==> src/rtl/geofence_feeder_pkg.sv <==
// geofence_pkg: shared constants, point bundle and feeder FSM states.
// Frame = target + 6 fence vertices, 10-bit coords, 16-bit result count.
package geofence_pkg;

  localparam int FRAME   = 7;
  localparam int COORD_W = 10;
  localparam int CNT_W   = 16;

  typedef struct packed {
    logic [COORD_W-1:0] x;
    logic [COORD_W-1:0] y;
  } pt_t;

  typedef enum logic [1:0] {
    HOLD  = 2'd0,
    BURST = 2'd1,
    WAIT  = 2'd2
  } state_e;

endpackage

==> src/rtl/geofence_feeder_if.sv <==
// geofence_feeder_if: valid/ready point stream into the feeder.
// master drives in_valid/in_x/in_y, slave returns in_ready.
interface geofence_feeder_if;

  logic                              in_valid;
  logic                              in_ready;
  logic [geofence_pkg::COORD_W-1:0] in_x;
  logic [geofence_pkg::COORD_W-1:0] in_y;

  modport master (
    output in_valid, in_x, in_y,
    input  in_ready
  );

  modport slave (
    input  in_valid, in_x, in_y,
    output in_ready
  );

endinterface

==> src/rtl/geofence_fifo.sv <==
// geofence_fifo: circular point FIFO, same-cycle push/pop, count out.
// Ports: clk, reset, push, pop, din, dout (head), count.
module geofence_fifo
  import geofence_pkg::*;
#(
  parameter  int DEPTH = 16,
  localparam int CW    = $clog2(DEPTH + 1),
  localparam int PW    = $clog2(DEPTH)
) (
  input  logic          clk,
  input  logic          reset,
  input  logic          push,
  input  logic          pop,
  input  pt_t           din,
  output pt_t           dout,
  output logic [CW-1:0] count
);

  pt_t mem [DEPTH];

  logic [PW-1:0] wptr_q, wptr_d;
  logic [PW-1:0] rptr_q, rptr_d;
  logic [CW-1:0] count_q, count_d;

  function automatic logic [PW-1:0] nxt(
    input logic [PW-1:0] p
  );
    return (p == PW'(DEPTH - 1)) ? '0 : p + 1'b1;
  endfunction

  always_comb begin
    wptr_d  = push ? nxt(wptr_q) : wptr_q;
    rptr_d  = pop  ? nxt(rptr_q) : rptr_q;
    count_d = count_q;
    if (push && !pop)
      count_d = count_q + 1'b1;
    else if (pop && !push)
      count_d = count_q - 1'b1;
  end

  always_ff @(posedge clk or posedge reset) begin
    if (reset) begin
      wptr_q  <= '0;
      rptr_q  <= '0;
      count_q <= '0;
    end else begin
      wptr_q  <= wptr_d;
      rptr_q  <= rptr_d;
      count_q <= count_d;
    end
  end

  always_ff @(posedge clk) begin
    if (push)
      mem[wptr_q] <= din;
  end

  assign dout  = mem[rptr_q];
  assign count = count_q;

endmodule

==> src/rtl/geofence_feeder.sv <==
// geofence_feeder: buffers points, bursts 7-point frames into the core.
// Ports: clk, reset, in_if (slave), core_rst/x/y, core_valid/inside, res_*, frame_cnt.
module geofence_feeder
  import geofence_pkg::*;
#(
  parameter int DEPTH = 16
) (
  input  logic               clk,
  input  logic               reset,
  geofence_feeder_if.slave   in_if,
  output logic               core_rst,
  output logic [COORD_W-1:0] core_x,
  output logic [COORD_W-1:0] core_y,
  input  logic               core_valid,
  input  logic               core_inside,
  output logic               res_valid,
  output logic               res_inside,
  output logic [CNT_W-1:0]   frame_cnt
);

  localparam int CW = $clog2(DEPTH + 1);

  logic [CW-1:0] count;
  pt_t           din;
  pt_t           head;
  logic          push;
  logic          pop;
  logic          full_frame;

  state_e           state_q, state_d;
  logic [2:0]       beat_q, beat_d;
  logic             core_rst_q, core_rst_d;
  logic             res_valid_q, res_valid_d;
  logic             res_inside_q, res_inside_d;
  logic [CNT_W-1:0] frame_cnt_q, frame_cnt_d;
  logic             take_res;

  assign in_if.in_ready = (count < CW'(DEPTH));
  assign push       = in_if.in_valid && in_if.in_ready;
  assign pop        = (state_q == BURST);
  assign full_frame = (count >= CW'(FRAME));
  assign din        = {in_if.in_x, in_if.in_y};

  geofence_fifo #(
    .DEPTH (DEPTH)
  ) u_fifo (
    .clk   (clk),
    .reset (reset),
    .push  (push),
    .pop   (pop),
    .din   (din),
    .dout  (head),
    .count (count)
  );

  // Results are only taken while a frame is outstanding.
  assign take_res = core_valid && (state_q == WAIT);

  always_comb begin
    state_d      = state_q;
    beat_d       = beat_q;
    core_rst_d   = core_rst_q;
    res_valid_d  = take_res;
    res_inside_d = take_res ? core_inside : res_inside_q;
    frame_cnt_d  = take_res ? frame_cnt_q + 1'b1
                            : frame_cnt_q;
    unique case (state_q)
      HOLD: begin
        if (full_frame) begin
          state_d    = BURST;
          beat_d     = '0;
          core_rst_d = 1'b0;
        end
      end
      BURST: begin
        beat_d = beat_q + 3'd1;
        if (beat_q == 3'(FRAME - 1)) begin
          state_d = WAIT;
          beat_d  = '0;
        end
      end
      WAIT: begin
        // Count from this cycle only: a same-cycle push cannot
        // complete a frame in time for a zero-bubble restart.
        if (core_valid) begin
          if (full_frame) begin
            state_d = BURST;
            beat_d  = '0;
          end else begin
            state_d    = HOLD;
            core_rst_d = 1'b1;
          end
        end
      end
      default: begin
        state_d    = HOLD;
        beat_d     = '0;
        core_rst_d = 1'b1;
      end
    endcase
  end

  always_ff @(posedge clk or posedge reset) begin
    if (reset) begin
      state_q      <= HOLD;
      beat_q       <= '0;
      core_rst_q   <= 1'b1;
      res_valid_q  <= 1'b0;
      res_inside_q <= 1'b0;
      frame_cnt_q  <= '0;
    end else begin
      state_q      <= state_d;
      beat_q       <= beat_d;
      core_rst_q   <= core_rst_d;
      res_valid_q  <= res_valid_d;
      res_inside_q <= res_inside_d;
      frame_cnt_q  <= frame_cnt_d;
    end
  end

  assign core_x     = pop ? head.x : '0;
  assign core_y     = pop ? head.y : '0;
  assign core_rst   = core_rst_q;
  assign res_valid  = res_valid_q;
  assign res_inside = res_inside_q;
  assign frame_cnt  = frame_cnt_q;

endmodule

==> src/flat_wrapper.sv <==
// flat-port wrapper written by rule: the top's interface ports become plain ports
module geofence_feeder_flat import geofence_pkg::*;
#(
  parameter int DEPTH = 16
)
  (clk, reset, core_rst, core_x, core_y, core_valid, core_inside, res_valid, res_inside, frame_cnt, in_if_in_valid, in_if_in_x, in_if_in_y, in_if_in_ready);
  geofence_feeder_if in_if_i ();
  input  logic clk;
  input  logic reset;
  output logic core_rst;
  output logic [COORD_W-1:0] core_x;
  output logic [COORD_W-1:0] core_y;
  input  logic core_valid;
  input  logic core_inside;
  output logic res_valid;
  output logic res_inside;
  output logic [CNT_W-1:0] frame_cnt;
  input wire logic [$bits(in_if_i.in_valid)-1:0] in_if_in_valid;
  input wire logic [$bits(in_if_i.in_x)-1:0] in_if_in_x;
  input wire logic [$bits(in_if_i.in_y)-1:0] in_if_in_y;
  output wire logic [$bits(in_if_i.in_ready)-1:0] in_if_in_ready;
  assign in_if_i.in_valid = in_if_in_valid;
  assign in_if_i.in_x = in_if_in_x;
  assign in_if_i.in_y = in_if_in_y;
  assign in_if_in_ready = in_if_i.in_ready;
  geofence_feeder #(.DEPTH(DEPTH)) u_core (.clk(clk), .reset(reset), .in_if(in_if_i), .core_rst(core_rst), .core_x(core_x), .core_y(core_y), .core_valid(core_valid), .core_inside(core_inside), .res_valid(res_valid), .res_inside(res_inside), .frame_cnt(frame_cnt));
endmodule
==> config.mk <==
export PLATFORM = sky130hd
export DESIGN_NAME = geofence_feeder_flat
export DESIGN_NICKNAME = d
export VERILOG_FILES = /design/src/rtl/geofence_feeder_pkg.sv /design/src/rtl/geofence_feeder_if.sv /design/src/rtl/geofence_fifo.sv /design/src/rtl/geofence_feeder.sv /design/src/flat_wrapper.sv
export SDC_FILE = /design/constraint.sdc
export NUM_CORES = 1
export LEC_CHECK = 0
export ABC_AREA = 1
export CAP_MARGIN = 15
export CELL_PAD_IN_SITES_DETAIL_PLACEMENT = 0
export CELL_PAD_IN_SITES_GLOBAL_PLACEMENT = 1
export CORE_ASPECT_RATIO = 0.9
export CORE_MARGIN = 2
export CORE_UTILIZATION = 44
export CTS_CLUSTER_SIZE = 25
export DETAILED_ROUTE_END_ITERATION = 10
export PLACE_DENSITY_LB_ADDON = 0.1
export SYNTH_ARGS = -nofsm -noshare
export SYNTH_HDL_FRONTEND = slang
export SYNTH_HIERARCHICAL = 1
export SYNTH_SLANG_ARGS = --single-unit
==> constraint.sdc <==
create_clock -name clk -period 2.43 [get_ports clk]
set_clock_uncertainty 0.1 [all_clocks]
set_input_delay 0.729 -clock clk [delete_from_list [all_inputs] [get_ports clk]]
set_output_delay 0.729 -clock clk [all_outputs]
set_load 0.05 [all_outputs]
==> flow_summary.yaml, run 1 <==
placed_design:
  gp_congestion: 0.761
  port_buffers: 64
  place_hpwl_mm: 24.4
pwr:
  total_power_mw: 24.3
  powerDensity_nw_per_um2: 1240
  p_leak_nw: 8.61
  irDropWorstVdd_uv: 564
global_route:
  antenna_found_initial: 2
  grt_pass1_wl_mm: 62.1
  met1_usage_pct: 33.7
  first_global_vias: 10300
  grtUsageMet3_pct: 3.55
  grt_use_met2_pct: 33.1
  grt_use_total_pct: 22.2
  top_usage_layer: "met1"
  grt_max_degree: 35
  overflow: 0
route:
  wl_per_cell_um: 18.4
  drt_iter0_drc: 683
  drc: 0
  vias_per_cell: 4.90
  drtAntennaViolNets: 0
  wirelength_mm: 40.7
  drtPass1Iterations: 5
  vias: 10800
critical_path:
  reg2reg_depth: 12
  cp_cell_sequence: "buf_12, buf_16, nand2_1, nand3_1, nand3_2, nand3_2, nand2_2, inv_1, nor2_2, buf_12"
  reg2reg_from: "u_core/state_q[1]"
  crit_family: "simple AND/OR/NAND/NOR gates"
  required_ns: 1.60
  crit_fanout: 15
  worst-r2r-setup-slack_ns: 0.36
  end_kind: "output port"
  reg2reg_to: "u_core/u_fifo/count[4]"
  path_buf_inv: 4
  critPathMaxStageDelay_ns: 0.56
  cp_slowest_cell: "dfrtp_4"
  path_class: "reg -> out"
  cp-start-kind: "flip-flop"
  crit_arrival_ns: 2.27
finish:
  nets: 1745
  layout-drive-gt1-share_pct: 15.8
  syn_to_final_growth_pct: 23.9
  final_core_util_pct: 55.7
logic_synthesis:
  synth_xor_area_share_pct: 0.828
  syn_inst: 1581
  ys_ff_latch: 357
  syn-cell-area_um2: 15900
  synth_compound_gate_area_share_pct: 0.694
  synth-simple-area-share_pct: 21.6
  synth_fp_nets: 1617
  muxShareOfSynthArea_pct: 0
  synth.distinct_cells: 33
  synth.yosys.seq_area_share_pct: 66.4
  synth-adder-area-share_pct: 0.915
  avgSynthCellArea_um2: 10.0
  ys_warn_count: 6
  synth_top_family_by_area: "simple AND/OR/NAND/NOR gates"
clock_network:
  holdBufCountCts: 0
  cts.clk_slew.worst_paths_ns: 0.06
  cts_buffer_depth: 3
  cts.sinks: 357
  cts_tree: "yes"
  cts_root_buffer: "clkbuf_16"
  cts_buffers: 38
  clk-insertion-delay-late_ns: 0.53
  htreeDepth: 2
outcome:
  status: "finished, violations left"
  violations: "negative setup slack"
die:
  num_rows: 65
  initial_core_util_pct: 45.0
  dieHeight_um: 184
  die-area_um2: 37600
  core_um2: 35300
  fp.dieW_um: 204
  num_io_pins: 65
sta:
  fin_setup_tns_ns: -12.45
  timing.final.crit_share_pct: 127
  timing.final.crit_period_ns: 3.10
  hold_viol_final: 0
  slew_headroom_pct: 57.6
  fmax_ghz: 0.323
  slew_viol_final: 0
  worst-slew-pin-transition_ns: 0.634
  rsz0062_at_grt: "yes"
  worst_slack_ns: -0.668
  setup-violations-final: 20
worst_hold_path:
  hold_path.class: "in -> async"
flow_run:
  max-cap-violations: 0
==> final cells by class <==
class	count	area (µm²)
flip-flops and latches	357	10500
inverters	301	1140
diodes	2	5.00
well taps	469	587
clock buffers	47	995
multi-input cells	853	4120
repair buffers	157	2010
fillers	3067	15600
repair inverters	1	6.26
clock inverters	23	259
==> how the worst max path moves through the flow <==
stage,end,from,slack [ns],cells after the start
6_report,core_y[7],u_core/u_fifo/rptr_q[0],-0.67,10
5_1_grt,core_x[5],u_core/u_fifo/rptr_q[0],-0.77,11
4_1_cts,core_y[5],u_core/u_fifo/rptr_q[0],-0.69,10
3_5_place_dp,u_core/u_fifo/mem[14][15],in_if_in_valid,-0.22,7
3_3_place_gp,u_core/u_fifo/count[4],in_if_in_valid,-0.23,13
2_1_floorplan,u_core/u_fifo/mem[11][0],in_if_in_valid,-0.15,5
==> what timing repair did <==
action	4_1_cts	5_1_grt
cloned	3	1
resized for setup	50	24
endpoints found under the setup margin	32	20
setup buffers	1	0
pin swaps	9	7
==> synthesized netlist by cell type <==
master	count	area (µm²)
a21boi_0	1	7.51
a21oi_1	2	10.0
buf_1	9	33.8
buf_2	37	185
buf_4	1	7.51
buf_6	10	113
clkbuf_1	13	48.8
dfrtp_1	36	901
dfstp_2	1	26.3
edfxtp_1	320	9610
fa_1	1	20.0
ha_1	10	125
inv_1	298	1120
inv_2	2	7.51
inv_4	1	6.26
nand2_1	484	1820
nand3_1	257	1290
nand3_2	1	10.0
nand3_4	1	17.5
nand3b_1	1	7.51
nand3b_4	1	20.0
nand4_1	4	25.0
nor2_1	54	203
nor2_4	2	22.5
nor3_1	2	10.0
o211ai_1	2	15.0
o21ai_0	6	30.0
o21ai_1	5	25.0
o21bai_1	1	7.51
o31ai_1	2	15.0
or2_2	1	6.26
xnor2_1	9	78.8
xor2_1	6	52.6
==> routing by layer <==
metal | wire length (µm) | part of all wire (%)
met1 | 20000 | 49
met2 | 17700 | 44
met3 | 2200 | 5.4
met4 | 735 | 1.8
met5 | 0 | 0
==> cell families (layout without fill, tap and decap cells) <==
kind of cell	Yosys count	after routing
buf+inv	371	529
flops	357	357
fa+ha+maj	11	11
xor+xnor	15	15
simple gates	808	808
compound gates	19	19
other cells	0	2
==> stage by stage <==
step                      instance area [µm²]  hold WS [ns]  setup slack, ns  std cells
after global placement                  18100         0.367           -0.233       2133
after global routing                    19700         0.388           -0.771       2208
after floorplan                         16000         0.378           -0.154       1581
after CTS                               19500         0.345           -0.691       2207
after detailed placement                18100         0.370           -0.220       2133
final                                   19700         0.359           -0.668       2210
==> power by group <==
part | internal [mW] | total (mW) | switching, mW
Clock | 3.46 | 5.85 | 2.38
Sequential | 7.30 | 7.60 | 0.301
Combinational | 4.11 | 10.9 | 6.77
==> cell usage in the layout (no fill, tap or decap), drive strengths merged <==
| master | count |
|---|---|
| nand2 | 484 |
| edfxtp | 320 |
| inv | 304 |
| nand3 | 259 |
| buf | 120 |
| nor2 | 56 |
| clkbuf | 48 |
| dfrtp | 36 |
| clkdlybuf4s50 | 24 |
| clkinv | 14 |
| dlygate4sd2 | 12 |
| o21ai | 11 |
| ha | 10 |
| xnor2 | 9 |
| xor2 | 6 |
| bufinv | 5 |
| nand4 | 4 |
| diode | 2 |
| clkinvlp | 2 |
| o31ai | 2 |
| nor3 | 2 |
| o211ai | 2 |
| a21oi | 2 |
| nand3b | 2 |
| a21boi | 1 |
| or2 | 1 |
| dfstp | 1 |
| o21bai | 1 |
| fa | 1 |
==> sequential cells by signal, indices dropped and copies added (netlist names) <==
name / flops
u_core/u_fifo/wptr_q: 4
u_core/state_q: 2
u_core/u_fifo/count: 5
u_core/res_valid: 1
u_core/u_fifo/rptr_q: 4
u_core/res_inside: 1
u_core/u_fifo/mem: 320
u_core/frame_cnt: 16
u_core/beat_q: 3
u_core/core_rst: 1
(Power assumes the default switching activity.)
==> run 2, diff against run 1 <==
--- a/config.mk
+++ b/config.mk
@@ -14,7 +14,8 @@
 export CORE_UTILIZATION = 44
 export CTS_CLUSTER_SIZE = 25
 export DETAILED_ROUTE_END_ITERATION = 10
-export PLACE_DENSITY_LB_ADDON = 0.1
+export GPL_ROUTABILITY_DRIVEN = 0
+export PLACE_DENSITY = 0.74
 export SYNTH_ARGS = -nofsm -noshare
 export SYNTH_HDL_FRONTEND = slang
 export SYNTH_HIERARCHICAL = 1
==> flow_summary.yaml, run 2 (synthesized netlist as in run 1, its figures left out) <==
die:
  fp.dieW_um: 204
  initial_core_util_pct: 45.0
  die-area_um2: 37600
  core_um2: 35300
  num_rows: 65
  num_io_pins: 65
  dieHeight_um: 184
finish:
  antenna_cells: 0
  final_area_um2: 20100
  mostFrequentLayoutCell: "nand2_1"
  final_cell_mix: "466 x nand2_1, 320 x edfxtp_1, 284 x inv_1"
  finalNonFillerCells: 2228
  nFillCells: 2991
  syn_to_final_growth_pct: 26.4
  final_core_util_pct: 56.8
  largest_reg_flops: 320
  layout-drive-gt1-share_pct: 17.9
  nets: 1766
  regMostFlops: "u_core/u_fifo/mem"
route:
  drt_iter0_drc: 835
  vias_per_cell: 5.01
  drc: 0
  wirelength_mm: 40.7
  drtAntennaViolNets: 0
  wl_per_cell_um: 18.3
  vias: 11200
  drtPass1Iterations: 5
global_route:
  overflow: 0
  grt_use_total_pct: 21.7
  grt_max_degree: 35
  grt_pass1_wl_mm: 61.4
  antenna_found_initial: 0
  first_global_vias: 10600
sta:
  slew_viol_final: 0
  fmax_ghz: 0.320
  hold_viol_final: 0
  worst-slew-pin-transition_ns: 0.656
  setup-violations-final: 20
  slew_headroom_pct: 56.1
  timing.final.crit_share_pct: 129
  timing.final.crit_period_ns: 3.12
  worst_slack_ns: -0.694
  rsz0062_at_grt: "yes"
  fin_setup_tns_ns: -12.24
clock_network:
  cts.sinks: 357
  cts_tree: "yes"
  clk-insertion-delay-late_ns: 0.53
  htreeDepth: 2
  cts_buffer_depth: 3
  cts.clk_slew.worst_paths_ns: 0.06
  cts_root_buffer: "clkbuf_16"
  cts_buffers: 39
critical_path:
  path_class: "reg -> out"
  end_kind: "output port"
  cp-start-kind: "flip-flop"
  critPathLaunch: "u_core/u_fifo/rptr_q[0]"
  cp_slowest_cell: "dfrtp_4"
  path_buf_inv: 6
  reg2reg_from: "u_core/state_q[1]"
  cp_cell_sequence: "clkinv_8, buf_12, buf_16, buf_8, nand2_1, nand3_1, nand3_2, nand3_2, nand2_2, inv_2, nor2_4, buf_12"
  crit_fanout: 8
  crit_arrival_ns: 2.29
  required_ns: 1.60
  crit_family: "buffers and inverters"
  critPathMaxStageDelay_ns: 0.48
placed_design:
  place_hpwl_mm: 24.5
  port_buffers: 64
  post_dp_cell_area_um2: 18100
  dp_cells: 2142
pwr:
  p_seq_share_pct: 30.2
  p_comb_share_pct: 45.8
  p_leak_nw: 8.81
  power_switching_mw: 9.57
  clock_power_share_pct: 24.0
  switching_share_pct: 38.0
  p_int_mw: 15.6
  powerDensity_nw_per_um2: 1250
  total_power_mw: 25.2
  irDropWorstVdd_uv: 681
outcome:
  status: "finished, violations left"
  violations: "negative setup slack"
worst_hold_path:
  hold_path.class: "in -> async"
flow_run:
  max-cap-violations: 0
## run 2: cell types whose count changed in the layout (fill, tap and decap cells not counted), sizes merged
cell         change
dlygate4sd2      -3
clkinv           +5
bufinv           +1
bufbuf           +1
clkinvlp         -1
diode            -2
buf             +19
inv              -5
clkbuf           +3
## run 2: power groups by stage
stage | registers (mW) | logic, mW | clock network, mW
after floorplan | 7.79 | 6.01 | 0
after global placement | 7.71 | 10.2 | 0
after detailed placement | 7.72 | 10.3 | 0
after CTS | 7.60 | 10.8 | 6.14
after global routing | 7.66 | 12.4 | 6.41
final | 7.60 | 11.5 | 6.04
## run 2: path summary, 6_finish.rpt
| path | slack, ns | depth (start not counted) | end |
|---|---|---|---|
| setup / recovery | -0.69 | 12 | core_y[4] |
| hold / removal | 0.37 | 2 | u_core/beat_q[1] |
| setup reg to reg | 0.29 | 12 | u_core/u_fifo/count[4] |
| hold reg to reg | 0.39 | 2 | u_core/res_inside |
| max in group asynchronous | 1.32 | 3 | u_core/frame_cnt[12] |
| min in group clk | 0.39 | 2 | u_core/res_inside |
## run 2: timing repair
item	4_1_cts	5_1_grt
setup buffers	1	5
hold buffers	0	0
pin swaps	8	27
endpoints found under the setup margin	29	20
cloned	5	5
resized for setup	35	61
endpoints found under the hold margin	0	0
## run 2: area by class of cell
type	count	area, µm²	share of cell area, %
Clock buffer	46	1040	5.21
Clock inverter	24	263	1.31
Inverter	301	1140	5.71
Multi-Input combinational cell	853	4210	21.0
Sequential cell	357	10500	52.5
Tap cell	469	587	2.92
Timing Repair Buffer	178	2270	11.3
## run 2: routing by layer
layer	global-route usage, %	routed length, µm
met5	0	0
met2	34.3	18800
met1	31.2	18400
met4	6.32	1020
met3	3.01	2510
## run 2: worst register-to-register path, cell delays in order (launching register included)
cell	delay [ns]
dfrtp_1	0.42
nor2_1	0.27
inv_1	0.10
ha_1	0.24
fa_1	0.37
inv_1	0.09
nand2_1	0.07
nand2_1	0.10
nand2_1	0.06
nand2_1	0.06
nand2_1	0.05
nand2_1	0.06
nand2_1	0.05
## run 2: metrics by stage
stage	setup WS (ns)	hold slack (ns)
finish	-0.694	0.370
global route	-0.785	0.401
CTS	-0.663	0.364
detailed placement	-0.285	0.375
global placement	-0.244	0.367
floorplan	-0.154	0.378
